<file path="src/rtl/ff_arb_pkg.sv">
// Shared types and helpers for the round-robin shared-register arbiter.
// Owner indices are at least one bit wide.
package ff_arb_pkg;

  typedef enum logic {
    IDLE = 1'b0,
    OWN  = 1'b1
  } state_t;

  function automatic int idx_width(input int n);
    return (n > 1) ? $clog2(n) : 1;
  endfunction

endpackage

</file>
<file path="src/rtl/ff_share_arb_rr_pick.sv">
// Combinational round-robin picker: first set request at or above the pointer,
// wrapping modulo N_REQ.
module rr_pick
  import ff_arb_pkg::*;
#(
  parameter  int N_REQ = 4,
  localparam int W     = idx_width(N_REQ)
) (
  input  logic [N_REQ-1:0] i_req,
  input  logic [W-1:0]     i_ptr,
  output logic             o_found,
  output logic [W-1:0]     o_idx
);

  logic [W-1:0] w_cand;

  always_comb begin
    o_found = 1'b0;
    o_idx   = '0;
    w_cand  = '0;
    for (int i = 0; i < N_REQ; i++) begin
      w_cand = W'((int'(i_ptr) + i) % N_REQ);
      if (!o_found && i_req[w_cand]) begin
        o_found = 1'b1;
        o_idx   = w_cand;
      end
    end
  end

endmodule

</file>
<file path="src/rtl/ff_share_arb.sv">
// Shared register written by one owner at a time; round-robin grants with an
// optional lock that holds ownership for up to MAX_HOLD cycles.
module ff_share_arb
  import ff_arb_pkg::*;
#(
  parameter  int SIZE     = 1,
  parameter  int N_REQ    = 4,
  parameter  int MAX_HOLD = 4,
  localparam int W        = idx_width(N_REQ)
) (
  input  logic                  clk,
  input  logic                  rst_n,
  input  logic [N_REQ-1:0]      req_i,
  input  logic [N_REQ-1:0]      lock_i,
  input  logic [N_REQ*SIZE-1:0] wdata_i,
  output logic [N_REQ-1:0]      gnt_o,
  output logic [W-1:0]          owner_o,
  output logic                  busy_o,
  output logic [SIZE-1:0]       data_o
);

  state_t           r_state;
  logic [W-1:0]     r_owner;
  logic [W-1:0]     r_rr_ptr;
  logic [N_REQ-1:0] r_gnt;
  logic [7:0]       r_hold;
  logic [SIZE-1:0]  r_data;

  logic [SIZE-1:0]  w_wdata [N_REQ];
  logic [W-1:0]     w_next_ptr;
  logic [W-1:0]     w_ptr;
  logic [W-1:0]     w_pick_idx;
  logic             w_found;
  logic             w_own_req;
  logic             w_keep;
  logic [N_REQ-1:0] w_onehot;

  generate
    for (genvar gi = 0; gi < N_REQ; gi++) begin : g_lane
      assign w_wdata[gi] = wdata_i[gi*SIZE +: SIZE];
    end
  endgenerate

  assign w_next_ptr = (r_owner == W'(N_REQ - 1)) ? '0 : r_owner + 1'b1;
  // On release the search already starts from the updated pointer.
  assign w_ptr      = (r_state == OWN) ? w_next_ptr : r_rr_ptr;
  assign w_own_req  = req_i[r_owner];
  assign w_keep     = w_own_req && lock_i[r_owner] && (r_hold < 8'(MAX_HOLD - 1));
  assign w_onehot   = N_REQ'(1) << w_pick_idx;

  rr_pick #(.N_REQ(N_REQ)) u_pick (
    .i_req   (req_i),
    .i_ptr   (w_ptr),
    .o_found (w_found),
    .o_idx   (w_pick_idx)
  );

  always_ff @(posedge clk or negedge rst_n) begin
    if (!rst_n) begin
      r_state  <= IDLE;
      r_owner  <= '0;
      r_rr_ptr <= '0;
      r_gnt    <= '0;
      r_hold   <= '0;
      r_data   <= '0;
    end else begin
      case (r_state)
        IDLE: begin
          if (w_found) begin
            r_state <= OWN;
            r_owner <= w_pick_idx;
            r_gnt   <= w_onehot;
            r_hold  <= '0;
          end
        end
        OWN: begin
          if (w_own_req) begin
            r_data <= w_wdata[r_owner];
          end
          if (w_keep) begin
            r_hold <= r_hold + 8'd1;
          end else begin
            r_rr_ptr <= w_next_ptr;
            r_hold   <= '0;
            if (w_found) begin
              r_owner <= w_pick_idx;
              r_gnt   <= w_onehot;
            end else begin
              r_state <= IDLE;
              r_gnt   <= '0;
            end
          end
        end
      endcase
    end
  end

  assign gnt_o   = r_gnt;
  assign owner_o = r_owner;
  assign busy_o  = (r_state == OWN);
  assign data_o  = r_data;

endmodule

</file>
<file path="config.mk">
export PLATFORM = sky130hd
export DESIGN_NAME = ff_share_arb
export DESIGN_NICKNAME = d
export VERILOG_FILES = /design/src/rtl/ff_arb_pkg.sv /design/src/rtl/ff_share_arb_rr_pick.sv /design/src/rtl/ff_share_arb.sv
export SDC_FILE = /design/constraint.sdc
export NUM_CORES = 1
export LEC_CHECK = 0
export CAP_MARGIN = 40
export CORE_MARGIN = 4
export CORE_UTILIZATION = 41
export DETAILED_ROUTE_END_ITERATION = 7
export PLACE_DENSITY = 0.75
export SLEW_MARGIN = 10
export SYNTH_ARGS = -nofsm -noshare
export SYNTH_HDL_FRONTEND = slang
export SYNTH_SLANG_ARGS = --single-unit
</file>
<file path="constraint.sdc">
create_clock -name clk -period 4.2 [get_ports clk]
set_input_delay 1.26 -clock clk [delete_from_list [all_inputs] [get_ports clk]]
set_output_delay 1.26 -clock clk [all_outputs]
set_load 0.05 [all_outputs]
</file>
==> metrics.md, run 1 <==
| Metric | Value |
|---|---|
| Outcome | completed |
| Placed instance count | approximately 130 |
| EDFF count, synth | 0 |
| Die width | approximately 57 um |
| Mapped cell area | 977 um^2 |
| CP startpoint kind | flip-flop |
| Worst-path clk slew | 0.09 ns |
| Starting density of the core | between 40 and 50% |
| Pin count of the biggest net entering global routing | 19 |
| Count leader, synth | dfrtp_1 |
| CP Capture Type | output port |
| Synth top cells by count | dfrtp_1 (18), and2_1 (7), nand2_1 (5), nor2_1 (5), inv_1 (4) |
| Layout Area Growth over Synthesis | 25.7% |
| CP max FO | 9 |
| CP top delay family | buffers and inverters |
| CP Class | reg2out |
| Endpoint, Worst Hold | r_hold[7] |
| Sink Count | 18 |
| R2R Setup Slk | around 2.1 ns |
| Worst vdd ir | 0.539 mV |
| Fin nets | approximately 120 |
| Fin. Hold Viols | 0 |
| Crit-path cells | clkdlybuf4s50_1 |
| Storage element area | about 450 um^2 |
| Synth warnings | 0 |
| Hold Crit Depth | 1 |
| Setup violations, final | 0 |
| Antenna Violating Nets Remaining | 0 |
| Post-Synthesis Cells | 82 |
| Pre-Repair DR Iteration Count | 4 |
| Fin crit share | between 70% and 80% |
| Skew-Pair Late Insertion Delay | around 0.28 ns |
| Post-CTS Repair Setup Buffers | 0 |
| Least-Margin Pin Slew | about 0.76 ns |
| TritonCTS clock tree | done |
| Synth Register Bits | 18 |
| Top Ports | 22 |
| Clock Skew | about 0.0047 ns |
| Worst EP required | ~2.9 ns |
| Tmin final | approximately 3.0 ns |
| Residual DRC | 0 |
| DRT Wirelength | a little under 2000 um |
| WHS | 0.493 ns |
| Worst path buffer plus inverter count | 1 |
| Worst slew margin | roughly half |
| Initial antenna violation count | 0 |
| Hold-fix buffer count after cts | 0 |
| Leakage power total | 0.000546 uW |
| R2R depth | 5 |
| Num CTS Buffers | 3 |
| Fmax | 332 MHz |
| Clock root cell | clkbuf_4 |
| Synth area leader | dfrtp_1 |
| Setup TNS | 0 ns |
| Max clock buf depth | 2 |
| Diode count | 0 |
| CORE AREA | 2230 um^2 |
| Gr ovfl total | 0 |
| Tightest Hold Check Type | reg2reg |
| Total Routing Usage GR | 12.8% |
| DP Wirelength | 1500 um |
| Vias/cell | 5.61 |
| Register area share after synthesis | between 40 and 50% |
| Cell Pwr Density | about 690 nW/um^2 |
| H-tree depth | 1 |
| Via total after detailed routing | 740 |
| FILL cells | roughly 200 |
| Critical path data arrival time | between 1.5 and 2 ns |
| Number of global-route vias before repair | 725 |
| Count of input and output buffers | 21 |
| Number of DRC markers in iteration 0 | 13 |
| Area of the multi-input gates | around 500 um^2 |
| Max Cap Violations | 0 |
| Syn avg cell area | 11.9 um^2 |
| First-pass GRT wire length | ~3300 um |
| Post-CTS resize count | 0 |
| # rows | 17 |
| Routed wire length per instance | about 15 um |
| Synth cell types | 36 |
| Die Ht | roughly 57 um |
| Worst hold start | r_hold[7] |
| Finished Layout Cells | ~130 |
| Asr flop ratio synth | 100% |
| Gpl congestion | 0.783 |
| Reg2reg start | owner_o[0] |
| Layout cells sized above 1 | ~14% |
| Yosys top cell area share | between 40% and 50% |
| DIE AREA | roughly 3200 um^2 |
| Unrepaired setup endpoints after global routing | false |
| Syn nets | a little under 100 |
| FF-to-FF End | gnt_o[0] |
| Main flop type after synthesis | dfrtp_1 |
| Max incr delay on CP | roughly 0.88 ns |
| Pins Over Slew Limit | 0 |
| Top cells by area, synth | dfrtp_1 (46%), mux4_2 (4.6%), and2_1 (4.5%) |
| Crit path max-delay cell type | clkdlybuf4s50_1 |
registers in the layout (all words and copies together) (netlist names):
name and cells:
r_rr_ptr 2, owner_o 2, r_hold 8, data_o 1, gnt_o 4, busy_o 1
per-stage QoR:
step / power [uW] / worst slack, ns / util, % / instance area, um^2
2_1_floorplan: 648 / 1.68 / - / 977
3_3_place_gp: 763 / 1.09 / 54.0 / 1210
3_5_place_dp: 772 / 1.08 / 54.0 / 1210
4_1_cts: 855 / 1.17 / 55.0 / 1230
5_1_grt: 908 / 1.12 / 55.0 / 1230
6_report: 846 / 1.19 / 55.0 / 1230
per-layer routing:
metal  wire length, um  vias to the layer above  track usage (%)
li1                  -                      358                -
met1               953                      372             18.7
met2               911                       10             19.8
met3                57                        0             1.84
met4                 0                        0             2.98
met5                 0                        -                0
power breakdown:
group | leakage [uW] | switching, uW | internal, uW | total, uW
clock | 0.0000138 | 46.8 | 33.2 | 80.1
combinational | 0.000300 | 270 | 224 | 494
sequential | 0.000232 | 49.3 | 222 | 272
kinds of logic (layout without fill, tap and decap cells):
group / after synthesis / in the layout / synth area share [%]
AOI/OAI and AO/OA: 17 / 17 / 16.1
adders and majority gates: 2 / 2 / 2.56
buffers and inverters: 6 / 28 / 3.20
DFF: 18 / 18 / 46.1
muxes: 9 / 9 / 14.5
and+or+nand+nor: 30 / 30 / 17.5
worst max-delay path by stage:
stage	from	to	slack (ns)	cells after the start
floorplan	req_i[3]	owner_o[0]	1.68	4
global placement	req_i[1]	gnt_o[2]	1.09	5
detailed placement	req_i[3]	owner_o[0]	1.08	5
CTS	owner_o[0]	owner_o[0]	1.17	1
global route	owner_o[0]	owner_o[0]	1.12	1
finish	owner_o[0]	owner_o[0]	1.19	1
layout make-up:
type / count / share of cell area, %
repair buffers: 21 / 17.1
inverters: 4 / 1.22
well taps: 28 / 2.85
flip-flops and latches: 18 / 36.7
multi-input cells: 58 / 40.3
clock buffers: 3 / 1.83
cell usage in the layout (no fill, tap or decap), types with 2 or more instances in the layout:
| cell | count |
|---|---|
| nor2_1 | 5 |
| nand3_1 | 2 |
| ha_1 | 2 |
| and2_1 | 7 |
| clkdlybuf4s50_1 | 21 |
| nor2b_1 | 2 |
| o32ai_1 | 2 |
| mux2_1 | 2 |
| a21oi_1 | 2 |
| mux4_2 | 2 |
| a32o_2 | 2 |
| dfrtp_1 | 18 |
| nand2b_1 | 2 |
| inv_1 | 4 |
| clkbuf_4 | 3 |
| a32oi_1 | 2 |
| mux2_2 | 2 |
| nand2_1 | 5 |
| o22ai_1 | 2 |
Note: power is estimated with default switching activity, not from simulation.
==> run 2, diff against run 1 <==
--- a/config.mk
+++ b/config.mk
@@ -9,7 +9,7 @@
 export CORE_MARGIN = 4
 export CORE_UTILIZATION = 41
 export DETAILED_ROUTE_END_ITERATION = 7
-export PLACE_DENSITY = 0.75
+export PLACE_DENSITY = 0.78
 export SLEW_MARGIN = 10
 export SYNTH_ARGS = -nofsm -noshare
 export SYNTH_HDL_FRONTEND = slang
==> constraint.sdc (replaced) <==
create_clock -name clk -period 2.5 [get_ports clk]
set_input_delay 0.75 -clock clk [delete_from_list [all_inputs] [get_ports clk]]
set_output_delay 0.75 -clock clk [all_outputs]
set_load 0.05 [all_outputs]
==> run 2 against run 1 <==
  * Die area stayed put
  * Worst hold slack improved by 0.0040 ns
  * Global-route usage increased by 1.5 points
  * Critical path depth did not move
  * Non-clock buffer count increased by 8
  * Via count rose by 4.6%
  * Routed wire length grew 13%
  * Clock power is 80% higher
  * Power increased by 76%
  * Sequential power grew 63%
==> metrics.md, run 2 (same netlist as run 1, synthesis figures left out) <==
| Metric | Value |
|---|---|
| Layout Area Growth over Synthesis | 31.4% |
| Hold-fix buffer count after cts | 0 |
| DP Wirelength | approximately 1700 um |
| H-tree depth | 1 |
| Worst-path clk slew | 0.10 ns |
| FILL cells | approximately 200 |
| Outcome | completed |
| Pins Over Slew Limit | 0 |
| Diode count | 0 |
| Least-Margin Pin Slew | roughly 0.55 ns |
| Fin crit share | just under 100% |
| DIE AREA | 3230 um^2 |
| Pin count of the biggest net entering global routing | 19 |
| Top Ports | 22 |
| Setup violations, final | 0 |
| Fin. Hold Viols | 0 |
| Total Routing Usage GR | 14.3% |
| Clock root cell | clkbuf_4 |
| TritonCTS clock tree | done |
| Antenna Violating Nets Remaining | 0 |
| Initial antenna violation count | 0 |
| Post-CTS resize count | 0 |
| CORE AREA | approximately 2200 um^2 |
| Max incr delay on CP | between 0.8 and 0.9 ns |
| Count of input and output buffers | 21 |
| Reg power frac | 29.8% |
| Skew-Pair Late Insertion Delay | ~0.29 ns |
| Unrepaired setup endpoints after global routing | false |
| CP Class | reg2out |
| Num CTS Buffers | 3 |
| CP top delay family | buffers and inverters |
| CP max FO | 6 |
| Residual DRC | 0 |
| Post-CTS Repair Setup Buffers | 0 |
| Gpl congestion | around 0.76 |
| Net Sw Power | approximately 650 uW |
| First-pass GRT wire length | around 3700 um |
| Routed wire length per instance | between 15 and 20 um |
| Reg with most FFs | r_hold |
| Design Area, Final | around 1300 um^2 |
| Tmin final | between 2 and 2.5 ns |
| Sw frac | a little over two fifths |
| Number of DRC markers in iteration 0 | 20 |
| Die Ht | between 50 and 60 um |
| Max clock buf depth | 2 |
| # rows | 17 |
| Place WS | between 0.02 and 0.025 ns |
| Starting density of the core | between 40 and 50% |
| Pre-Repair DR Iteration Count | 4 |
| Number of global-route vias before repair | 799 |
| Pint | between 800 and 900 uW |
| WHS | 0.497 ns |
| Area after DPL | between 1000 and 1500 um^2 |
| Cell Pwr Density | around 1200 nW/um^2 |
| Commonest non-fill, non-tap cell in the layout | clkdlybuf4s50_1 |
| Clk pwr share | approximately a tenth |
| CP startpoint kind | flip-flop |
| Sink Count | 18 |
| Crit path max-delay cell type | clkdlybuf4s50_1 |
| Gr ovfl total | 0 |
| Worst vdd ir | about 0.9 mV |
| Worst path buffer plus inverter count | 1 |
| Fin nets | 130 |
| Die width | between 50 and 60 um |
| Layout cells sized above 1 | between 20 and 25% |
| Final setup margin | 0.0827 ns |
| Logic pwr share | 60.6% |
| Worst slew margin | a little over three fifths |
| DRT Wirelength | approximately 2200 um |
| Commonest non-fill, non-tap cells in the layout | clkdlybuf4s50_1 (19), dfrtp_1 (18), buf_4 (10), and2_1 (7) |
| Number of flip-flops in the largest register | 8 |
| Via total after detailed routing | 774 |
| CP Capture Type | output port |
| Tightest Hold Check Type | reg2reg |
| Worst EP required | 1.75 ns |
| Clock Skew | about 0.0072 ns |
| Vias/cell | 5.53 |
| Setup TNS | 0 ns |
| Crit-path cells | clkdlybuf4s50_1 |
| R2R Setup Slk | 0.40 ns |
| Leakage power total | between 0.0005 and 0.0006 uW |
| Max Cap Violations | 0 |
| Fmax | 414 MHz |
| Critical path data arrival time | roughly 1.7 ns |
-- run 2: changes by cell type in the layout (fill, tap and decap cells not counted), sizes merged --
cell | before | now
buf | 0 | 10
clkdlybuf4s50 | 21 | 19
-- run 2: cell type report --
cell class	count	area, um^2	area share [%]
Timing Repair Buffer	29	265	20.7
Multi-Input combinational cell	58	495	38.6
Sequential cell	18	450	35.1
Inverter	4	15.0	1.17
Clock buffer	3	22.5	1.75
Tap cell	28	35.0	2.73
-- run 2: through the flow --
step | instances | utilization [%] | power (uW)
floorplan | 82 | - | 1090
global placement | 137 | 56.5 | 1320
detailed placement | 137 | 56.5 | 1350
CTS | 140 | 57.5 | 1500
global route | 140 | 57.5 | 1600
finish | 140 | 57.5 | 1490
-- run 2: final timing paths --
kind,startpoint,to,cells after the start
max,owner_o[1],owner_o[1],1
min,r_hold[7],r_hold[7],1
max reg2reg,owner_o[1],gnt_o[0],5
min reg2reg,r_hold[7],r_hold[7],1
max in group asynchronous,rst_n,r_hold[0],2
min in group asynchronous,rst_n,data_o,2
-- run 2: worst reg2reg max path, stage by stage (launching register included) --
cell,delay (ns)
dfrtp_1,0.49
ha_1,0.34
mux2_2,0.30
and2_1,0.17
o311ai_0,0.48
a32o_2,0.26
-- run 2: power groups by stage --
stage | Clock [uW] | Sequential (uW) | Combinational (uW)
after floorplan | 0 | 597 | 491
after global placement | 0 | 447 | 876
after detailed placement | 0 | 452 | 902
after CTS | 144 | 447 | 905
after global routing | 159 | 459 | 985
final | 144 | 444 | 904
-- run 2: per-layer routing --
metal,global-route usage (%),vias up,share of wire [%],wire [um]
li1,-,374,-,-
met5,0,-,0,0
met3,1.84,3,3.8,82
met4,2.98,0,0.87,19
met1,20.8,380,48,1050
met2,22.6,17,47,1020
==> run 3, diff against run 2 <==
--- a/config.mk
+++ b/config.mk
@@ -10,6 +10,7 @@
 export CORE_UTILIZATION = 41
 export DETAILED_ROUTE_END_ITERATION = 7
 export PLACE_DENSITY = 0.78
+export REMOVE_ABC_BUFFERS = 1
 export SLEW_MARGIN = 10
 export SYNTH_ARGS = -nofsm -noshare
 export SYNTH_HDL_FRONTEND = slang
==> run 3 against run 2 <==
  * Die area did not move
  * Non-clock buffer count did not move
  * Sequential power barely moved
  * Clock skew fell by 0.0042 ns
  * Cell area rose by 1.3%
  * Global-route usage rose by 0.57 points
  * Routed wire length rose by 0.14%
  * Worst hold slack improved by 0.0039 ns
  * Flip-flop and latch count did not move
  * Cell count rose by 0.71%
  * Largest cell class unchanged
==> metrics.md, run 3 (same netlist as run 1, synthesis figures left out) <==
| Metric | Value |
|---|---|
| Outcome | completed |
| Fin crit share | a little over nine tenths |
| Count of input and output buffers | 21 |
| Sw frac | 42.6% |
| DRT Wirelength | ~2200 um |
| Worst hold start | data_o |
| Fin nets | 130 |
| TritonCTS clock tree | done |
| Die Ht | approximately 57 um |
| Pre-Repair DR Iteration Count | 4 |
| Crit path max-delay cell type | clkdlybuf4s50_1 |
| Reg power frac | 29.3% |
| Gpl congestion | just under 0.8 |
| Antenna Violating Nets Remaining | 0 |
| Diode count | 0 |
| Setup violations, final | 0 |
| Pin count of the biggest net entering global routing | 19 |
| CP max FO | 6 |
| Setup TNS | 0 ns |
| DP Wirelength | around 1700 um |
| Logic pwr share | 58.6% |
| Gr ovfl total | 0 |
| Hold-fix buffer count after cts | 0 |
| H-tree depth | 1 |
| Number of DRC markers in iteration 0 | 15 |
| Post-CTS Repair Setup Buffers | 0 |
| Residual DRC | 0 |
| Commonest non-fill, non-tap cell in the layout | clkdlybuf4s50_1 |
| Clock Skew | ~0.003 ns |
| R2R depth | 5 |
| Via total after detailed routing | 781 |
| Leakage power total | around 0.00059 uW |
| Sink Count | 18 |
| CORE AREA | roughly 2200 um^2 |
| FF-to-FF End | gnt_o[0] |
| Net Sw Power | 647 uW |
| Post-CTS resize count | 0 |
| Critical path data arrival time | around 1.7 ns |
| Max clock buf depth | 2 |
| Least-Margin Pin Slew | roughly 0.53 ns |
| Reg with most FFs | r_hold |
| Worst EP required | 1.75 ns |
| Starting density of the core | around 44% |
| Final setup margin | between 0.08 and 0.09 ns |
| CP Class | reg2out |
| Design Area, Final | between 1000 and 1500 um^2 |
| Num CTS Buffers | 3 |
| Worst-path clk slew | 0.11 ns |
| CP top delay family | buffers and inverters |
| First-pass GRT wire length | 3750 um |
| Fin. Hold Viols | 0 |
| Layout Area Growth over Synthesis | 33.0% |
| CP Capture Type | output port |
| Worst vdd ir | roughly 0.66 mV |
| DIE AREA | around 3200 um^2 |
| Worst path buffer plus inverter count | 1 |
| R2R Setup Slk | 0.43 ns |
| Place WS | -0.0151 ns |
| Finished Layout Cells | 141 |
| Routed wire length per instance | about 15 um |
| Vias/cell | about 5.5 |
| # rows | 17 |
| Placed instance count | approximately 140 |
| Crit-path cells | clkdlybuf4s50_1 |
| Skew-Pair Late Insertion Delay | 0.30 ns |
| Area after DPL | 1260 um^2 |
| Clk pwr share | roughly 12% |
| Commonest non-fill, non-tap cells in the layout | clkdlybuf4s50_1 (20), dfrtp_1 (18), buf_4 (9), and2_1 (7) |
| Total Routing Usage GR | between 10% and 20% |
| Top Ports | 22 |
| Pint | 873 uW |
| Max Cap Violations | 0 |
| CP startpoint kind | flip-flop |
| Worst slew margin | ~64% |
| Tmin final | ~2.4 ns |
| Max incr delay on CP | 0.86 ns |
| Cell Pwr Density | between 1000 and 1500 nW/um^2 |
| Tightest Hold Check Type | reg2reg |
| Clock root cell | clkbuf_4 |
| Number of flip-flops in the largest register | 8 |
| Final core occ | between 50% and 60% |
| Pins Over Slew Limit | 0 |
| Reg2reg start | owner_o[1] |
| Fmax | just over 400 MHz |
| Unrepaired setup endpoints after global routing | false |
| Hold Crit Depth | 2 |
| Initial antenna violation count | 0 |
| Layout cells sized above 1 | about 22% |
| Number of global-route vias before repair | 774 |
| Endpoint, Worst Hold | data_o |
| FILL cells | around 190 |
| Die width | approximately 57 um |
-- run 3: cell count changes in the layout (fill, tap and decap cells not counted) --
| cell | change |
|---|---|
| buf_4 | -1 |
| clkbuf_8 | +1 |
| clkdlybuf4s50_1 | +1 |
-- run 3: cell type report --
class	instances	area, um^2	share of cell area [%]
clock buffers	4	36.3	2.79
inverters	4	15.0	1.15
multi-input cells	58	495	38.1
flip-flops and latches	18	450	34.6
well taps	28	35.0	2.69
repair buffers	29	268	20.6
-- run 3: per-stage QoR --
step                total power (uW)  hold slack (ns)
floorplan                       1070            0.454
global placement                1330            0.471
detailed placement              1350            0.472
CTS                             1540            0.502
global route                    1630            0.518
finish                          1520            0.501
-- run 3: metal layers --
| layer | vias up | GRT usage, % | part of all wire (%) |
|---|---|---|---|
| li1 | 379 | - | - |
| met1 | 381 | 19.8 | 45 |
| met2 | 19 | 23.9 | 50 |
| met3 | 2 | 3.68 | 3.8 |
| met4 | 0 | 3.97 | 0.78 |
| met5 | - | 0 | 0 |
-- run 3: tightest hold or removal path, delay by kind of cell (launching register included) --
kind / cells / cell delay (ns)
simple gates: 2 / 0.10
flops: 1 / 0.37
-- run 3: how the worst max path moves through the flow --
stage                from     endpoint  slack (ns)  cells past startpoint
2_1_floorplan  owner_o[0]     gnt_o[1]        0.27                      5
3_3_place_gp     req_i[2]  r_rr_ptr[0]        0.02                      5
3_5_place_dp     req_i[2]  r_rr_ptr[0]       -0.02                      5
4_1_cts        owner_o[1]   owner_o[1]        0.07                      1
5_1_grt        owner_o[1]   owner_o[1]        0.03                      1
6_report       owner_o[1]   owner_o[1]        0.09                      1
-- run 3: power by group through the flow --
stage	registers [uW]	clock network, uW	logic (uW)
final	445	184	891
after global placement	449	0	876
after detailed placement	452	0	897
after CTS	448	188	900
after global routing	461	199	968
after floorplan	610	0	458
